File: config.mk
export PLATFORM = sky130hd
export DESIGN_NAME = bin_to_bcd_seq
export DESIGN_NICKNAME = d
export VERILOG_FILES = /design/src/rtl/calc_pkg.sv /design/src/rtl/bcd_adj3.sv /design/src/rtl/bin_to_bcd_seq.sv
export SDC_FILE = /design/constraint.sdc
export NUM_CORES = 1
export LEC_CHECK = 0
export CORE_ASPECT_RATIO = 1.75
export CORE_UTILIZATION = 44
export CTS_CLUSTER_DIAMETER = 200
export DETAILED_ROUTE_END_ITERATION = 8
export PLACE_DENSITY = 0.66
export SYNTH_ARGS = -nofsm -noshare
export SYNTH_HDL_FRONTEND = slang
export SYNTH_SLANG_ARGS = --single-unit
export TNS_END_PERCENT = 50
File: constraint.sdc
create_clock -name clk -period 4.5 [get_ports clk]
set_input_delay 0.675 -clock clk [delete_from_list [all_inputs] [get_ports clk]]
set_output_delay 0.675 -clock clk [all_outputs]
set_load 0.01 [all_outputs]
File: src/rtl/calc_pkg.sv
// rtl/calc_pkg.sv - shared types, constants and sign/magnitude pre-step for the calculator display path
// Contents: state_e FSM encoding, BCD_W digit width, default W/NDIG,
//           pre_sgn/pre_mag helpers that turn a raw adder result into sign + magnitude.
package calc_pkg;

  localparam int BCD_W    = 4;
  localparam int W_DEF    = 9;
  localparam int NDIG_DEF = 3;

  typedef enum logic [1:0] {
    IDLE = 2'd0,
    CONV = 2'd1,
    DONE = 2'd2
  } state_e;

  // Sign of the raw result: only a subtraction without carry-out (a borrow)
  // is negative.
  function automatic logic pre_sgn(input logic sub, input logic carry);
    return sub & ~carry;
  endfunction

  // Magnitude of the raw result, w bits wide, returned zero-extended to 32.
  // A borrow result is the two's complement of the low w-1 bits, so the
  // negation wraps modulo 2^(w-1).
  function automatic logic [31:0] pre_mag(input logic sub, input logic [31:0] bin, input int w);
    logic [31:0] lo_mask;
    logic [31:0] all_mask;
    lo_mask  = (32'd1 << (w - 1)) - 32'd1;
    all_mask = (lo_mask << 1) | 32'd1;
    if (!sub) begin
      return bin & all_mask;
    end
    if (bin[w-1]) begin
      return bin & lo_mask;
    end
    return (~bin + 32'd1) & lo_mask;
  endfunction

endpackage

File: src/rtl/bcd_adj3.sv
// rtl/bcd_adj3.sv - add-3 correction for one BCD digit ahead of a double-dabble shift
// Ports: digit_i - digit before correction
//        digit_o - digit + 3 when digit_i >= 5, else digit_i (4-bit, no carry out)
module bcd_adj3
  import calc_pkg::*;
(
  input  logic [BCD_W-1:0] digit_i,
  output logic [BCD_W-1:0] digit_o
);

  always_comb begin
    digit_o = digit_i;
    if (digit_i >= BCD_W'(5)) begin
      digit_o = digit_i + BCD_W'(3);
    end
  end

endmodule

File: src/rtl/bin_to_bcd_seq.sv
// rtl/bin_to_bcd_seq.sv - sequential shift-and-add-3 converter from raw adder result to sign + BCD magnitude
// Ports: clk, rst_n (async, active-low)
//        start, sub, bin_in - conversion request, add/sub mode and raw {carry, result}
//        busy, done         - converting / one-cycle result-updated pulse
//        neg, bcd_out       - sign and BCD magnitude of the last conversion (digit 0 = ones)
module bin_to_bcd_seq
  import calc_pkg::*;
#(
  parameter int W    = W_DEF,
  parameter int NDIG = NDIG_DEF
) (
  input  logic                  clk,
  input  logic                  rst_n,
  input  logic                  start,
  input  logic                  sub,
  input  logic [W-1:0]          bin_in,
  output logic                  busy,
  output logic                  done,
  output logic                  neg,
  output logic [BCD_W*NDIG-1:0] bcd_out
);

  localparam int AW = BCD_W * NDIG;
  localparam int CW = (W > 1) ? $clog2(W) : 1;

  state_e          state_q;
  logic [CW-1:0]   cnt_q;
  logic [W-1:0]    mag_q, mag_d, mag_pre;
  logic            sgn_q, sgn_pre;
  logic [AW-1:0]   acc_q, acc_d, acc_adj;
  logic [AW-1:0]   bcd_q;
  logic            busy_q, done_q, neg_q;

  assign sgn_pre = pre_sgn(sub, bin_in[W-1]);
  assign mag_pre = W'(pre_mag(sub, {{(32-W){1'b0}}, bin_in}, W));

  for (genvar k = 0; k < NDIG; k++) begin : g_adj
    bcd_adj3 u_adj (
      .digit_i(acc_q[BCD_W*k +: BCD_W]),
      .digit_o(acc_adj[BCD_W*k +: BCD_W])
    );
  end

  // One double-dabble iteration: corrected digits and magnitude shift left
  // as one register, the magnitude MSB entering the ones digit.
  assign acc_d = AW'({acc_adj, mag_q[W-1]});
  assign mag_d = {mag_q[W-2:0], 1'b0};

  always_ff @(posedge clk or negedge rst_n) begin
    if (!rst_n) begin
      state_q <= IDLE;
      cnt_q   <= '0;
      mag_q   <= '0;
      sgn_q   <= 1'b0;
      acc_q   <= '0;
      bcd_q   <= '0;
      busy_q  <= 1'b0;
      done_q  <= 1'b0;
      neg_q   <= 1'b0;
    end else begin
      done_q <= 1'b0;
      case (state_q)
        IDLE: begin
          if (start) begin
            mag_q   <= mag_pre;
            sgn_q   <= sgn_pre;
            acc_q   <= '0;
            cnt_q   <= '0;
            busy_q  <= 1'b1;
            state_q <= CONV;
          end
        end
        CONV: begin
          acc_q <= acc_d;
          mag_q <= mag_d;
          cnt_q <= cnt_q + 1'b1;
          if (cnt_q == CW'(W - 1)) begin
            state_q <= DONE;
          end
        end
        DONE: begin
          // Results and done appear together; busy drops on the same edge.
          bcd_q   <= acc_q;
          neg_q   <= sgn_q;
          done_q  <= 1'b1;
          busy_q  <= 1'b0;
          state_q <= IDLE;
        end
        default: state_q <= IDLE;
      endcase
    end
  end

  assign busy    = busy_q;
  assign done    = done_q;
  assign neg     = neg_q;
  assign bcd_out = bcd_q;

endmodule

; Yosys cells after proc, flatten, opt, wreduce, memory -nomap -nowiden
; Index checks and enable logic that the tools add are counted.
; Widths: inputs -> output; s select.
[word_totals]
ff_bits = 43
input_bits = 13
output_inout_bits = 15
wordCells = 53
[classes]
addsub = 5
magnitude_cmp = 3
n_eq_ne = 5
muxes = 21
bitwise_logic = 3
reduce_logical = 7
[ops]
columns = cell, count
row1 = $mux 9, 5
row2 = $pmux 12 s2, 1
row3 = $pmux 9 s2, 1
row4 = $ge 4x3->1 const B, 3
row5 = $mux 12, 1
row6 = $mux 4, 3
row7 = $add 4x2->4 const B, 2
row8 = $add 8x1->8 const B, 1
row9 = $not 8->8, 1
row10 = $pmux 4 s2, 1
row11 = $reduce_and 2->1, 4
row12 = $add 4x1->4 const B, 1
row13 = $eq 4x4->1 const B, 1
row14 = $mux 1, 4
row15 = $mux 2, 2
row16 = $ne 2x2->1 const B, 2
row17 = $pmux 2 s2, 1
row18 = $reduce_bool 2->1, 2
row19 = $add 3x2->3 const B, 1
row20 = $mux 3, 1
row21 = $eq 2x1->1 const B, 1
row22 = $eq 2x2->1 const B, 1
row23 = $logic_not 2->1, 1
row24 = $pmux 1 s2, 1
row25 = 2 further kinds, 2

; Logic depth before layout (Yosys ltp)
; Gate-level depths: netlist of the first run.
[logic_depth]
depth_word = 6
mapped_depth = 6

; Hierarchy
; Synthesis of the first run repeated with hierarchy kept, for this count alone.
[unflattened]
hier_cells = 220
area_unflattened_um2 = 2154.6
[modules_own_cells]
columns = mod, instances, cells_per_inst, area_each_um2, seq_area_each_um2
row1 = bin_to_bcd_seq, 1, 172, 1850.5, 1076.0
row2 = bcd_adj3, 3, 16, 101.3, 0.0

; Least setup slack after synthesis of the first run
; Ideal clock, no wire load.
[synth_path]
kind = input to register
start = in bin_in[0]
end = reg mag_q[1]
arrival_time_ns = 1.420
slack_ns = 2.956
path_stages = 5
n_path_buf = 0
path_cell_list = inv_1 -> ha_1 -> mux2_1 -> o22ai_1 -> a21oi_1
[synth_between]
elab_chain_len = 6
[synth_rtl]
columns = element, line
row1 = start: declaration, bin_to_bcd_seq.sv:16  ; input logic [W-1:0] bin_in,
row2 = $not 8->8, calc_pkg.sv:36  ; return (~bin + 32'd1) & lo_mask;
row3 = $add 8x1->8, calc_pkg.sv:36
row4 = $mux 9, calc_pkg.sv:36
row5 = $mux 9, calc_pkg.sv:33  ; if (bin[w-1]) begin
row6 = $mux 9, bin_to_bcd_seq.sv:64  ; if (start) begin
row7 = $pmux 9 s2, bin_to_bcd_seq.sv:62  ; case (state_q)
row8 = end signal: assignment, bin_to_bcd_seq.sv:65  ; mag_q <= mag_pre;
row9 = end signal: assignment, bin_to_bcd_seq.sv:75  ; mag_q <= mag_d;
row10 = end: declaration, bin_to_bcd_seq.sv:28  ; logic [W-1:0] mag_q, mag_d, mag_pre;
; No other way between the ends. The select of a mux whose other input is x is not followed.
; A chain may end at the register's enable or synchronous reset.

; Final worst setup path of the first run
[layout_path]
start = in start
end = reg acc_q[7]
[layout_between]
elab_chain_len = 2
[layout_rtl]
columns = element, line
row1 = start: declaration, bin_to_bcd_seq.sv:14  ; input logic start,
row2 = $ne 2x2->1 (no source line), n/a
row3 = $reduce_and 2->1 (no source line), n/a
row4 = end signal: assignment, bin_to_bcd_seq.sv:55  ; acc_q <= '0;
row5 = end signal: assignment, bin_to_bcd_seq.sv:67  ; acc_q <= '0;
row6 = end signal: assignment, bin_to_bcd_seq.sv:74  ; acc_q <= acc_d;
row7 = end: declaration, bin_to_bcd_seq.sv:30  ; logic [AW-1:0] acc_q, acc_d, acc_adj;
; No other way between the ends.

==> results of run 1 <==
## per-stage QoR
step	power [mW]	worst slack (ns)
2_1_floorplan	1.197	2.956
3_3_place_gp	1.382	2.213
3_5_place_dp	1.396	2.187
4_1_cts	1.753	2.489
5_1_grt	1.880	2.334
6_report	1.732	2.470
## cell families after synthesis
logic type,count (synthesis),share of synthesized area [%]
mux,11,6.845
compound gates,55,16.37
simple gates,41,9.881
buf+inv,21,5.774
xor+xnor,11,4.584
flops,43,51.19
fa+ha+maj,9,5.357
## worst paths after layout
check	cells past startpoint	endpoint	startpoint	slack (ns)
setup / recovery	5	acc_q[7]	start	2.47
hold / removal	2	bcd_out[9]	bcd_out[9]	0.48
setup reg to reg	6	acc_q[6]	acc_q[4]	2.88
hold reg to reg	2	bcd_out[9]	bcd_out[9]	0.48
max in group asynchronous	1	bcd_out[5]	rst_n	3.39
min in group asynchronous	1	bcd_out[0]	rst_n	0.50
## per-layer routing
layer  vias to the layer above  wire (um)  part of all wire, %
met4                         0         59                  1.6
met5                         -          0                    0
met2                        36       1974                   53
met3                         5        105                  2.8
li1                        720          -                    -
met1                       679       1605                   43
## sequential cells by signal (all words and copies together) (netlist names)
signal   flops
sgn_q        1
done         1
neg          1
bcd_out     12
acc_q       12
cnt_q        4
mag_q        9
busy         1
state_q      2
## where the power goes
group          switching [mW]  internal (mW)
combinational           0.356          0.355
sequential              0.122          0.551
clock                   0.126          0.222
## synthesized netlist by cell type (2+ instances only)
| cell | number |
|---|---|
| dfrtp_1 | 43 |
| nand2_1 | 18 |
| o21ai_0 | 13 |
| inv_1 | 12 |
| a21oi_1 | 9 |
| ha_1 | 9 |
| xnor2_1 | 9 |
| o22ai_1 | 8 |
| o21ai_1 | 7 |
| mux2_4 | 6 |
| nor2_1 | 6 |
| buf_6 | 5 |
| a22oi_1 | 3 |
| a32o_1 | 3 |
| nand2b_1 | 3 |
| nor3_1 | 3 |
| o31ai_1 | 3 |
| a21oi_2 | 2 |
| a22o_1 | 2 |
| a31oi_1 | 2 |
| inv_2 | 2 |
| mux2_2 | 2 |
| mux2i_1 | 2 |
| nand2_2 | 2 |
| nand3_1 | 2 |
| o32ai_1 | 2 |
| xor2_1 | 2 |
## cell type report
| type | instances | area, um2 |
|---|---|---|
| timing repair buffer | 27 | 265.3 |
| clock buffer | 6 | 72.57 |
| multi-input combinational | 127 | 904.6 |
| sequential | 43 | 1076 |
| fill | 401 | 1989 |
| clock inverter | 2 | 60.06 |
| tap | 51 | 63.81 |
| inverter | 14 | 52.55 |
## worst max-delay path: stages
cell and delay (ns):
clkdlybuf4s50_1 0.60, nor2_1 0.09, nor2_2 0.47, o31ai_1 0.15
a32o_1 0.23
==> impl_metrics.toml, run 1 <==
[yosys]
yosysUniqueCellTypes = 38
ys_ff_latch = 43
synth_top_cell_by_area = "dfrtp_1"
async_reset_ff_share_pct = 100.0
yosys.area.top_type_share_pct = 51.19
synth_fp_nets = 213
avgSynthCellArea_um2 = 11.01
synth_ff_type = "dfrtp_1"
ys_seq_area_share_pct = 51.19
synth_edf_count = 0
synth_warnings = 0
synthCells = 191
ys_top_cells_by_area = "dfrtp_1 51%, ha_1 5.4%, mux2_4 4.3%"
syn_area_um2 = 2102

[sta]
rsz0062_at_grt = "false"
report.final.slew_viol_count = 0
period_needed_ns = 2.030
relSlewSlack_pct = 37.70
period_share_pct = 45.10
fin_setup_tns_ns = 0
finalSetupViolations = 0
fmax_ghz = 0.4927
hold_viol = 0
holdWs_ns = 0.4769
fin_skew_ns = 0.009036
worst_pin_slew_ns = 0.9344

[die]
start_util_pct = 46.87
die_y_um = 93.44
die_w_um = 54.25
pin_count = 28
dieArea_um2 = 5069
fp-row-count = 32
coreArea_um2 = 4484

[clock_tree]
hold_buffers = 0
clock-sinks = 43
cts.htree.levels = 2
cts_resized = 0
numCtsBuffers = 5
ctsLongestPathBuffers = 2
tritoncts = "built"
root_buffer = "clkbuf_8"
insertion_delay_ns = 0.29
clkTransAtPathRegs_ns = 0.07
postCtsSetupBuffers = 0

[placed_design]
port_buffers = 27
post_dp_cell_area_um2 = 2362
gp_congestion = 0.7948
hpwl_um = 2648
place_inst = 262

[global_route]
grtUsageMet1_pct = 20.32
track_usage_pct = 17.48
grt_busiest_layer = "met2"
grt_pass1_wl_um = 6451
antenna_found_initial = 0
grt_max_degree = 44
use_met2_pct = 30.49
gr-total-overflow = 0
grt_pass1_vias = 1413
met3_usage_pct = 3.415

[finish]
areaGrowthSynthToFinish_pct = 18.69
antenna-diode-count = 0
drive_gt1_share_pct = 12.33
post-route-util_pct = 55.64
layout.nets = 240
stdcell_count = 270
mostFrequentLayoutCell = "dfrtp_1"
layout_common_cells = "43 x dfrtp_1, 26 x clkdlybuf4s50_1, 18 x nand2_1"
final_design_area_no_fill_um2 = 2495

[critical_path]
crit_type = "in -> reg"
cp.arrival_ns = 2.21
endpoint_kind = "register"
critPathMaxFanout = 14
critical_path_required_ns = 4.68
crit_path_start_kind = "input port"

[pwr]
p_leak_nw = 1.142
peakVddDrop_mv = 0.3772
powerDensity_nw_per_um2 = 694.3

[route]
ant_nets = 0
drt_iter0_drc = 34
drtPass1Iterations = 5
drcViolationCount = 0
routed_via_density = 5.333
wl_um = 3745
wl_per_cell_um = 13.87
via_count = 1440

[hold_path]
min_path_type = "reg -> reg"

[outcome]
status = "complete, no violations"

[flow_run]
max_cap_viol_count = 0
Power figures use the tool's default switching activity.
==> run 2: changes to the inputs <==
==> constraint.sdc (replaced) <==
create_clock -name clk -period 2.08 [get_ports clk]
set_input_delay 0.312 -clock clk [delete_from_list [all_inputs] [get_ports clk]]
set_output_delay 0.312 -clock clk [all_outputs]
set_load 0.01 [all_outputs]
==> impl_metrics.toml, run 2 (same netlist as run 1, synthesis figures left out) <==
[outcome]
status = "complete, no violations"

[route]
via_count = 1500
wl_per_cell_um = 14.22
routed_via_density = 5.474
ant_nets = 0
drt_iter0_drc = 39
wl_um = 3895
drtPass1Iterations = 4
drcViolationCount = 0

[die]
coreArea_um2 = 4484
fp-row-count = 32
die_w_um = 54.25
die_y_um = 93.44
dieArea_um2 = 5069
pin_count = 28
start_util_pct = 46.87

[pwr]
powerDensity_nw_per_um2 = 1469
peakVddDrop_mv = 0.7584
p_leak_nw = 1.151

[clock_tree]
clock-sinks = 43
clkTransAtPathRegs_ns = 0.08
root_buffer = "clkbuf_8"
cts_resized = 0
numCtsBuffers = 5
hold_buffers = 0
ctsLongestPathBuffers = 2
postCtsSetupBuffers = 0
tritoncts = "built"
cts.htree.levels = 2
insertion_delay_ns = 0.30

[critical_path]
r2r-start = "acc_q[4]"
endpoint_kind = "register"
crit_type = "reg -> reg"
crit_path_start_kind = "register"
cp.arrival_ns = 1.84
reg2reg_depth = 6
r2r_end = "acc_q[6]"
critPathMaxFanout = 4
r2r_slack_ns = 0.47
critical_path_required_ns = 2.31

[flow_run]
max_cap_viol_count = 0

[global_route]
track_usage_pct = 18.66
grt_pass1_vias = 1496
grt_pass1_wl_um = 6831
gr-total-overflow = 0
grt_max_degree = 44
antenna_found_initial = 0

[finish]
post-route-util_pct = 55.80
stdcell_count = 274
mostFrequentLayoutCell = "dfrtp_1"
areaGrowthSynthToFinish_pct = 19.05
drive_gt1_share_pct = 13.90
antenna-diode-count = 0
layout_common_cells = "43 x dfrtp_1, 26 x clkdlybuf4s50_1, 18 x nand2_1"
layout.nets = 245

[sta]
relSlewSlack_pct = 64.88
rsz0062_at_grt = "false"
fmax_ghz = 0.6203
fin_skew_ns = 0.006565
finalSetupViolations = 0
hold_viol = 0
period_needed_ns = 1.612
report.final.slew_viol_count = 0
fin_setup_tns_ns = 0
period_share_pct = 77.51
worst_pin_slew_ns = 0.5268

[placed_design]
port_buffers = 27
hpwl_um = 2831
gp_congestion = 0.7888
place_inst = 267

[hold_path]
min_path_type = "in -> async"
## run 2: changes by cell type in the layout (fill, tap and decap cells not counted), sizes merged
cell	change
buf	+5
bufinv	-1
## run 2: area by class of cell
| class | instances | area [um2] |
|---|---|---|
| Fill cell | 429 | 1982 |
| Sequential cell | 43 | 1076 |
| Multi-Input combinational cell | 127 | 904.6 |
| Timing Repair Buffer | 32 | 302.8 |
| Clock buffer | 6 | 72.57 |
| Tap cell | 51 | 63.81 |
| Inverter | 14 | 52.55 |
| Clock inverter | 1 | 30.03 |
## run 2: stage by stage
stage | setup slack [ns] | hold slack, ns | total power, mW | area, um2
after floorplan | 0.6452 | 0.01641 | 2.589 | 2102
after global placement | 0.3417 | 0.4171 | 3.037 | 2400
after detailed placement | 0.3170 | 0.4180 | 3.084 | 2400
after CTS | 0.4478 | 0.09058 | 3.723 | 2502
after global routing | 0.3373 | 0.1308 | 3.995 | 2502
final | 0.4678 | 0.07382 | 3.676 | 2502
## run 2: critical path, cell delays in order, from the launching register on
cell      delay [ns]
dfrtp_1         0.40
inv_1           0.15
ha_1            0.22
nand2b_1        0.08
a21oi_2         0.22
mux2_2          0.36
o21ai_1         0.11
## run 2: power breakdown
part	internal (mW)	leakage, nW	switching, mW	total [mW]
Combinational	0.803	0.548	0.791	1.59
Sequential	1.19	0.551	0.255	1.45
Clock	0.352	0.0513	0.282	0.634
Total	2.35	1.15	1.33	3.68
## run 2: worst max path at each step
| stage | slack (ns) | from | endpoint | depth (start not counted) |
|---|---|---|---|---|
| floorplan | 0.65 | acc_q[4] | acc_q[6] | 6 |
| global placement | 0.34 | bin_in[0] | mag_q[1] | 6 |
| detailed placement | 0.32 | bin_in[0] | mag_q[1] | 6 |
| CTS | 0.45 | acc_q[4] | acc_q[6] | 6 |
| global route | 0.34 | acc_q[4] | acc_q[6] | 6 |
| finish | 0.47 | acc_q[4] | acc_q[6] | 6 |
## run 2: per-layer routing
layer	up-vias	track usage, %	share of wire [%]
met5	-	0	0
met4	0	7.906	2.3
met3	9	3.415	2.7
met2	35	31.71	55
met1	724	21.83	40
li1	732	-	-
==> run 3: changes to the inputs <==
--- a/config.mk
+++ b/config.mk
@@ -9,7 +9,7 @@
 export CORE_UTILIZATION = 44
 export CTS_CLUSTER_DIAMETER = 200
 export DETAILED_ROUTE_END_ITERATION = 8
-export PLACE_DENSITY = 0.66
+export PLACE_DENSITY = 0.69
 export SYNTH_ARGS = -nofsm -noshare
 export SYNTH_HDL_FRONTEND = slang
 export SYNTH_SLANG_ARGS = --single-unit
==> constraint.sdc (replaced) <==
create_clock -name clk -period 1.46 [get_ports clk]
set_input_delay 0.219 -clock clk [delete_from_list [all_inputs] [get_ports clk]]
set_output_delay 0.219 -clock clk [all_outputs]
set_load 0.01 [all_outputs]
==> impl_metrics.toml, run 3 (same netlist as run 1, synthesis figures left out) <==
[outcome]
status = "complete, no violations"

[die]
fp-row-count = 32
coreArea_um2 = 4484
die_y_um = 93.44
dieArea_um2 = 5069
start_util_pct = 46.87
pin_count = 28
die_w_um = 54.25

[pwr]
peakVddDrop_mv = 1.211
powerDensity_nw_per_um2 = 2032
p_leak_nw = 1.319
power.total_mw = 5.637

[finish]
layout_common_cells = "43 x dfrtp_1, 28 x buf_4, 24 x clkdlybuf4s50_1"
layout.nets = 271
mostFrequentLayoutCell = "dfrtp_1"
num-fill-cells = 395
drive_gt1_share_pct = 26.40
post-route-util_pct = 61.86
areaGrowthSynthToFinish_pct = 31.96
antenna-diode-count = 0
stdcell_count = 301

[critical_path]
r2r_end = "acc_q[8]"
endpoint_kind = "register"
slowest_stage = "dfrtp_1"
crit_type = "reg -> reg"
critPathMaxFanout = 3
cp_cell_sequence = "inv_2 -> ha_2 -> nand2b_4 -> a21oi_4 -> buf_4 -> buf_4 -> o32ai_1"
reg2reg_depth = 7
r2r-start = "acc_q[5]"
crit_path_start_kind = "register"
critical_path_required_ns = 1.66
cp.arrival_ns = 1.62
crit_top_cell = "buf_4"
critical-path-max-stage-delay_ns = 0.40
r2r_slack_ns = 0.04

[hold_path]
min_path_type = "in -> async"

[route]
via_count = 1607
drt_iter0_drc = 25
drcViolationCount = 0
wl_per_cell_um = 14.28
wl_um = 4298
ant_nets = 0
drtPass1Iterations = 4
routed_via_density = 5.339

[global_route]
antenna_found_initial = 0
track_usage_pct = 19.69
grt_pass1_wl_um = 7279
grt_max_degree = 22
grt_pass1_vias = 1667
gr-total-overflow = 0

[sta]
period_needed_ns = 1.416
hold_viol = 0
report.final.slew_viol_count = 0
fin_skew_ns = 0.007237
relSlewSlack_pct = 72.12
finalSetupViolations = 0
fmax_ghz = 0.7064
worst_pin_slew_ns = 0.4168
period_share_pct = 96.96

[clock_tree]
clkTransAtPathRegs_ns = 0.08
insertion_delay_ns = 0.29
cts.htree.levels = 2
root_buffer = "clkbuf_8"
numCtsBuffers = 5
tritoncts = "built"
clock-sinks = 43
ctsLongestPathBuffers = 2

[placed_design]
hpwl_um = 3187
gp_congestion = 0.8366
port_buffers = 27
place_inst = 291

[flow_run]
max_cap_viol_count = 0
## run 3: cell count changes in the layout (fill, tap and decap cells not counted), moves of 3 or more
cell / before / now
buf_4: 5 / 28
ha_1: 9 / 6
inv_1: 12 / 8
inv_2: 2 / 6
## run 3: critical path: cells and delay by family, from the launching register on
kind	cells	cell delay, ns
compound gates	2	0.26
simple gates	1	0.12
buf+inv	3	0.37
flops	1	0.40
fa+ha+maj	1	0.17
## run 3: area by class of cell
cell class	count	area [um2]	share of cell area, %
Sequential cell	43	1076	38.79
Tap cell	51	63.81	2.300
Inverter	14	52.55	1.894
Multi-Input combinational cell	127	969.7	34.96
Clock buffer	7	76.32	2.751
Clock inverter	1	5.005	0.1804
Timing Repair Buffer	58	530.5	19.12
## run 3: how the worst max path moves through the flow
stage,startpoint,to,cells after the start
detailed placement,bin_in[0],mag_q[1],6
CTS,acc_q[4],acc_q[6],6
global route,acc_q[5],acc_q[8],7
floorplan,acc_q[4],acc_q[6],6
global placement,bin_in[0],mag_q[1],6
finish,acc_q[5],acc_q[8],7
## run 3: metrics by stage
stage,TNS [ns],cell area (um2),hold slack [ns],setup WS (ns)
floorplan,0,2102,-0.07659,0.02523
global placement,-0.4960,2605,0.1308,-0.1531
detailed placement,-0.7616,2605,0.1331,-0.1941
CTS,-0.007512,2704,0.3594,-0.007512
global route,-0.01269,2774,0.3823,-0.009363
finish,0,2774,0.3516,0.04439
## run 3: layer usage
layer	GRT usage [%]	up-vias	share of wire [%]
li1	-	787	-
met1	22.57	779	39
met2	34.65	35	57
met3	3.415	6	2.5
met4	7.051	0	1.6
met5	0	-	0
## run 3: report_power, final
group | total (mW) | switching (mW) | internal, mW
Clock | 0.729 | 0.393 | 0.336
Combinational | 2.81 | 1.29 | 1.53
Sequential | 2.09 | 0.394 | 1.70
## run 3: repair_timing
action	4_1_cts	5_1_grt
setup buffers	0	1
pin swaps	2	6
setup endpoints to repair	2	8
hold endpoints to repair	11	0
hold buffers	1	0
resized for setup	1	16
